`src/rtl/bp_pkg.sv`:
```
// Shared types for the branch predictor: 2-bit counter encodings, the counter
// update function and the per-entry metadata record.
package bp_pkg;

  typedef enum logic [1:0] {
    CtrSnt = 2'b00,
    CtrWnt = 2'b01,
    CtrWt  = 2'b10,
    CtrSt  = 2'b11
  } ctr_e;

  localparam ctr_e CtrReset = CtrWnt;

  // Tag and target widths depend on XLEN/BTB_DEPTH, so they live in bp_btb
  // arrays next to this record rather than inside it.
  typedef struct packed {
    logic valid;
    ctr_e ctr;
  } btb_meta_t;

  function automatic ctr_e ctr_next(input ctr_e ctr, input logic taken);
    ctr_e nxt;
    unique case (ctr)
      CtrSnt:  nxt = taken ? CtrWnt : CtrSnt;
      CtrWnt:  nxt = taken ? CtrWt  : CtrSnt;
      CtrWt:   nxt = taken ? CtrSt  : CtrWnt;
      default: nxt = taken ? CtrSt  : CtrWt;
    endcase
    return nxt;
  endfunction

endpackage

```
`src/rtl/bp_btb.sv`:
```
// Direct-mapped branch target buffer: one combinational lookup port and one
// update port. Addresses are word addresses (pc[XLEN-1:2]).
module bp_btb
  import bp_pkg::*;
#(
  parameter int unsigned XLEN       = 32,
  parameter int unsigned BTB_DEPTH  = 16,
  parameter bit          PREDICT_EN = 1'b1
) (
  input  logic            clk,
  input  logic            rst,
  input  logic [XLEN-3:0] lookup_waddr,
  output logic            lookup_taken,
  output logic [XLEN-1:0] lookup_target,
  input  logic            upd_valid,
  input  logic            upd_taken,
  input  logic            upd_is_jump,
  input  logic [XLEN-3:0] upd_waddr,
  input  logic [XLEN-1:0] upd_target
);

  localparam int unsigned IdxW = $clog2(BTB_DEPTH);
  localparam int unsigned TagW = XLEN - 2 - IdxW;

  btb_meta_t       meta_q   [BTB_DEPTH];
  logic [TagW-1:0] tag_q    [BTB_DEPTH];
  logic [XLEN-1:0] target_q [BTB_DEPTH];

  logic [IdxW-1:0] lk_idx, up_idx;
  logic [TagW-1:0] lk_tag, up_tag;
  logic            lk_hit, up_hit;

  assign lk_idx = lookup_waddr[IdxW-1:0];
  assign lk_tag = lookup_waddr[XLEN-3:IdxW];
  assign up_idx = upd_waddr[IdxW-1:0];
  assign up_tag = upd_waddr[XLEN-3:IdxW];

  assign lk_hit        = PREDICT_EN && meta_q[lk_idx].valid && (tag_q[lk_idx] == lk_tag);
  assign lookup_taken  = lk_hit && meta_q[lk_idx].ctr[1];
  assign lookup_target = target_q[lk_idx];

  // Training ignores PREDICT_EN so the table state stays meaningful either way.
  assign up_hit = meta_q[up_idx].valid && (tag_q[up_idx] == up_tag);

  logic            upd_we;
  btb_meta_t       upd_meta;
  logic [XLEN-1:0] upd_tgt;

  always_comb begin
    upd_we   = 1'b0;
    upd_meta = meta_q[up_idx];
    upd_tgt  = target_q[up_idx];
    if (upd_valid) begin
      if (up_hit) begin
        upd_we       = 1'b1;
        upd_meta.ctr = upd_is_jump ? CtrSt : ctr_next(meta_q[up_idx].ctr, upd_taken);
        if (upd_taken) upd_tgt = upd_target;
      end else if (upd_taken) begin
        upd_we         = 1'b1;
        upd_meta.valid = 1'b1;
        upd_meta.ctr   = upd_is_jump ? CtrSt : CtrWt;
        upd_tgt        = upd_target;
      end
    end
  end

  always_ff @(posedge clk or posedge rst) begin
    if (rst) begin
      for (int i = 0; i < BTB_DEPTH; i++) begin
        meta_q[i]   <= '{valid: 1'b0, ctr: CtrReset};
        tag_q[i]    <= '0;
        target_q[i] <= '0;
      end
    end else if (upd_we) begin
      meta_q[up_idx]   <= upd_meta;
      tag_q[up_idx]    <= up_tag;
      target_q[up_idx] <= upd_tgt;
    end
  end

endmodule

```
`src/rtl/pc_predict_unit.sv`:
```
// Fetch PC register with BTB-based prediction, D-stage JAL and EX-stage
// mispredict redirects, and the next-PC priority mux.
module pc_predict_unit
  import bp_pkg::*;
#(
  parameter int unsigned     XLEN       = 32,
  parameter int unsigned     BTB_DEPTH  = 16,
  parameter logic [XLEN-1:0] RESET_PC   = '0,
  parameter bit              PREDICT_EN = 1'b1
) (
  input  logic            clk,
  input  logic            rst,
  input  logic            stall_f,
  output logic [XLEN-1:0] pc_f,
  output logic            pred_taken_f,
  output logic [XLEN-1:0] pred_target_f,
  input  logic            jal_d,
  input  logic [XLEN-1:0] jal_target_d,
  input  logic            pred_taken_d,
  input  logic [XLEN-1:0] pred_target_d,
  input  logic            ex_valid,
  input  logic            ex_is_jump,
  input  logic [XLEN-1:0] ex_pc,
  input  logic            ex_taken,
  input  logic [XLEN-1:0] ex_target,
  input  logic            pred_taken_e,
  input  logic [XLEN-1:0] pred_target_e,
  output logic            redirect_e,
  output logic            redirect_d
);

  logic [XLEN-1:0] pc_q, pc_d;
  logic [XLEN-1:0] btb_target;
  logic            btb_taken;

  bp_btb #(
    .XLEN      (XLEN),
    .BTB_DEPTH (BTB_DEPTH),
    .PREDICT_EN(PREDICT_EN)
  ) u_btb (
    .clk          (clk),
    .rst          (rst),
    .lookup_waddr (pc_q[XLEN-1:2]),
    .lookup_taken (btb_taken),
    .lookup_target(btb_target),
    .upd_valid    (ex_valid),
    .upd_taken    (ex_taken),
    .upd_is_jump  (ex_is_jump),
    .upd_waddr    (ex_pc[XLEN-1:2]),
    .upd_target   (ex_target)
  );

  assign pc_f          = pc_q;
  assign pred_taken_f  = btb_taken;
  assign pred_target_f = btb_taken ? btb_target : pc_q + XLEN'(4);

  assign redirect_e = ex_valid &&
                      ((ex_taken != pred_taken_e) || (ex_taken && (ex_target != pred_target_e)));
  // A JAL already predicted to the right target needs no D-stage redirect.
  assign redirect_d = jal_d && !redirect_e && !(pred_taken_d && (pred_target_d == jal_target_d));

  always_comb begin
    pc_d = pred_target_f;
    if (redirect_e)      pc_d = ex_taken ? ex_target : ex_pc + XLEN'(4);
    else if (redirect_d) pc_d = jal_target_d;
    else if (stall_f)    pc_d = pc_q;
  end

  always_ff @(posedge clk or posedge rst) begin
    if (rst) pc_q <= RESET_PC;
    else     pc_q <= pc_d;
  end

endmodule

```
`config.mk`:
```
export PLATFORM = sky130hd
export DESIGN_NAME = pc_predict_unit
export DESIGN_NICKNAME = d
export VERILOG_FILES = /design/src/rtl/bp_pkg.sv /design/src/rtl/bp_btb.sv /design/src/rtl/pc_predict_unit.sv
export SDC_FILE = /design/constraint.sdc
export NUM_CORES = 2
export LEC_CHECK = 0
export BUFFER_PORTS_ARGS = -buffer_cell sky130_fd_sc_hd__buf_2
export CORE_MARGIN = 3
export CORE_UTILIZATION = 58
export CTS_BUF_LIST = sky130_fd_sc_hd__clkbuf_8
export DETAILED_ROUTE_END_ITERATION = 8
export PLACE_DENSITY = 0.89
export SYNTH_ARGS = -nofsm -noshare
export SYNTH_HDL_FRONTEND = slang
export SYNTH_SLANG_ARGS = --single-unit
```
`constraint.sdc`:
```
create_clock -name clk -period 34.4 [get_ports clk]
set_input_delay 6.88 -clock clk [delete_from_list [all_inputs] [get_ports clk]]
set_output_delay 6.88 -clock clk [all_outputs]
set_load 0.01 [all_outputs]
```
==> results_dict.tcl <==
set metrics [dict create \
    ant_nets 0 \
    die_y_microns 321 \
    fillCellCount 6791 \
    path_cells "buf_2 > xor2_1 > nor4_1 > nand4_1 > o31a_2 > buf_4 > and2_1 > buf_2" \
    final_cells 5497 \
    max_cap_violations 0 \
    grt_pass1_wl_mm 287 \
    path_class "in2out" \
    final_core_util 0.640 \
    cts_hold_buf 0 \
    worst_pin_slew_ns 1.48 \
    clock_latency_ns 0.91 \
    crit_required_ns 27.52 \
    synth_area_sq_mm 0.0576 \
    rr_startpoint "pc_f[4]" \
    cts_setup_buffers 0 \
    synth-seq-cells 1008 \
    cp-startpoint "jal_target_d[7]" \
    track_usage 0.382 \
    met1_usage 0.479 \
    period_minus_slack_ns 16.59 \
    rsz0062_at_grt "no" \
    timing.fmax_mhz 60.3 \
    slew_headroom 0.0143 \
    power.total_mw 3.50 \
    worst_path_largest_cell_delay_ns 1.02 \
    pin_count 236 \
    num_vias 41400 \
    place_inst 5191 \
    fin_crit_sh 0.482 \
    hold_class "reg2reg" \
    arrival_ns 9.71 \
    seq_area_sq_mm 0.0253 \
    status "finished clean" \
    synth_nets 4178 \
    reg2regPathDepth 12 \
    die_area_sq_mm 0.103 \
    rows 114 \
    cellPowerDensity_mw_per_mm2 56.0 \
    port_buffers 235 \
    grt_max_degree 165 \
    coreArea_sq_mm 0.0976 \
    grt_util_met2 0.552 \
    clock_sinks 1008 \
    h-tree-depth 4 \
    dr.pass1.iters 8 \
    setup_viol 0 \
    endpoint_kind "primary output" \
    critPathLaunchType "primary input" \
    setup_tns_ns 0 \
    nets 4256 \
    yosys_warnings 0 \
    clock_path_buffers 3 \
    holdWs_ns 0.500 \
    post_route_cells_drive_above_1_share 0.468 \
    clk_pin_slew_ns 0.06 \
    antenna_found_initial 19 \
    ys_seq_area_frac 0.438 \
    dp_hpwl_mm 126 \
    crit_slowest_cell "xor2_1" \
    die_w_microns 321 \
    async_flop_share 1.00 \
    numCtsBuffers 165 \
    start_util 0.590 \
    drt_iter0_markers 6400 \
    ir_worst_vdd_v 0.0000328 \
    cp_common_cell "buf_2" \
    worstReg2RegEnd "pc_f[4]" \
    grt_overflow_total 0 \
    drc 0 \
    cts_root_buffer "clkbuf_8" \
    syn_inst 4004 \
    syn-mean-instance-area_sq_um 14.4 \
    finalHoldViolations 0 \
    wl_per_cell_microns 35.7 \
    endpoint "redirect_d" \
    skew_ns 0.0548 \
    crit_path_max_fanout 36 \
    cts_tree "built" \
    wl_mm 196 \
    reg2reg_slack_ns 28.20 \
    viasPerCell 7.54 \
    synth_flop_cell "dfrtp_1" \
    first_global_vias 42700 \
    synth-edff-count 0 \
    area_growth_pct 8.46 \
    slew_viol_final 0 \
    leakage_nw 27.6 \
    multiInputGateArea_sq_mm 0.0304 \
    gp_congestion 1.03 \
    top_usage_layer "met2" \
    synthDistinctLibCells 81 \
    grt_use_met3 0.179 \
    postCtsResizedCells 0 \
]
==> cell usage after synthesis (38+ instances only) <==
master      n  share of area
nor2_1     69         0.0045
mux2_1    192          0.038
a21oi_1    58         0.0050
xnor2_1    81          0.012
nor3_1     38         0.0033
mux2i_1    91          0.016
dfrtp_1   992           0.43
mux2_2    841           0.16
nand3_1    40         0.0035
o21ai_0    46         0.0040
mux4_2    524           0.20
xor2_1     81          0.012
buf_2     116          0.010
clkbuf_1  178          0.012
nand2_1   132         0.0086
buf_1      42         0.0027
==> layout by cell type (no fill, tap or decap), drive strengths merged, types with 19 or more instances in the layout <==
cell	instances
a21oi	58
nor4	27
mux2i	91
o22ai	22
and3	27
nor2	69
nand3	43
xnor2	81
dfrtp	992
nand2	132
mux4	524
o21ai	46
xor2	81
inv	110
nand2b	19
mux2	1033
nor3	38
clkbuf	205
buf	303
nand4	22
==> worst max-delay path: cells and delay by family <==
kind,cells,cell delay (ns)
and+or+nand+nor,3,0.80
AOI/OAI and AO/OA,1,0.15
xor gates and xnor gates,1,1.02
buffers and inverters,3,0.84
==> state kept, by name, summed over array words and instances (netlist names) <==
name and count:
u_btb.meta_q 48, pc_f 32, u_btb.target_q 512, u_btb.tag_q 416
==> logic make-up (layout without fill, tap and decap cells) <==
| family | after synthesis | after routing | synth area share |
|---|---|---|---|
| muxes | 1648 | 1648 | 0.423 |
| DFF | 1008 | 1008 | 0.438 |
| and+or+nand+nor | 455 | 455 | 0.0413 |
| buffers and inverters | 433 | 636 | 0.0362 |
| AOI/OAI and AO/OA | 293 | 293 | 0.0360 |
| xor gates and xnor gates | 162 | 162 | 0.0246 |
| adders and majority gates | 5 | 5 | 0.00109 |
| other | 0 | 14 | 0 |
==> layout make-up <==
cell class,instances,area share
Antenna cell,14,0.000561
Clock inverter,87,0.00775
Timing Repair Buffer,303,0.0282
Sequential cell,1008,0.404
Inverter,41,0.00260
Clock buffer,205,0.0452
Tap cell,1276,0.0256
Multi-Input combinational cell,2563,0.486
==> layer usage <==
metal  vias to the layer above  wire [microns]  share of wire
li1                      15500               -              -
met1                     21400           68200           0.35
met2                      3530           85500           0.44
met3                       899           30000           0.15
met4                        18           12000          0.061
met5                         -             784         0.0040
==> metrics by stage <==
step	area [sq um]	setup slack [ns]
finish	62500	17.81
global route	62500	17.81
CTS	62400	18.00
detailed placement	59100	18.01
global placement	59100	17.98
floorplan	57600	13.64
==> power by group <==
group / switching, mW / leakage (nW) / internal (mW)
Clock: 0.518 / 1.93 / 0.549
Combinational: 0.440 / 12.5 / 0.436
Sequential: 0.176 / 13.2 / 1.38
==> how the worst min path moves through the flow <==
stage	depth (start not counted)	start	endpoint	slack, ns
global route	1	u_btb.meta_q[47]	u_btb.meta_q[47]	0.51
floorplan	1	u_btb.meta_q[47]	u_btb.meta_q[47]	0.45
CTS	1	u_btb.meta_q[41]	u_btb.meta_q[41]	0.49
finish	1	u_btb.meta_q[47]	u_btb.meta_q[47]	0.50
detailed placement	1	u_btb.meta_q[41]	u_btb.meta_q[41]	0.48
global placement	1	u_btb.meta_q[47]	u_btb.meta_q[47]	0.47
No activity file was read; power rests on OpenSTA's default activity.
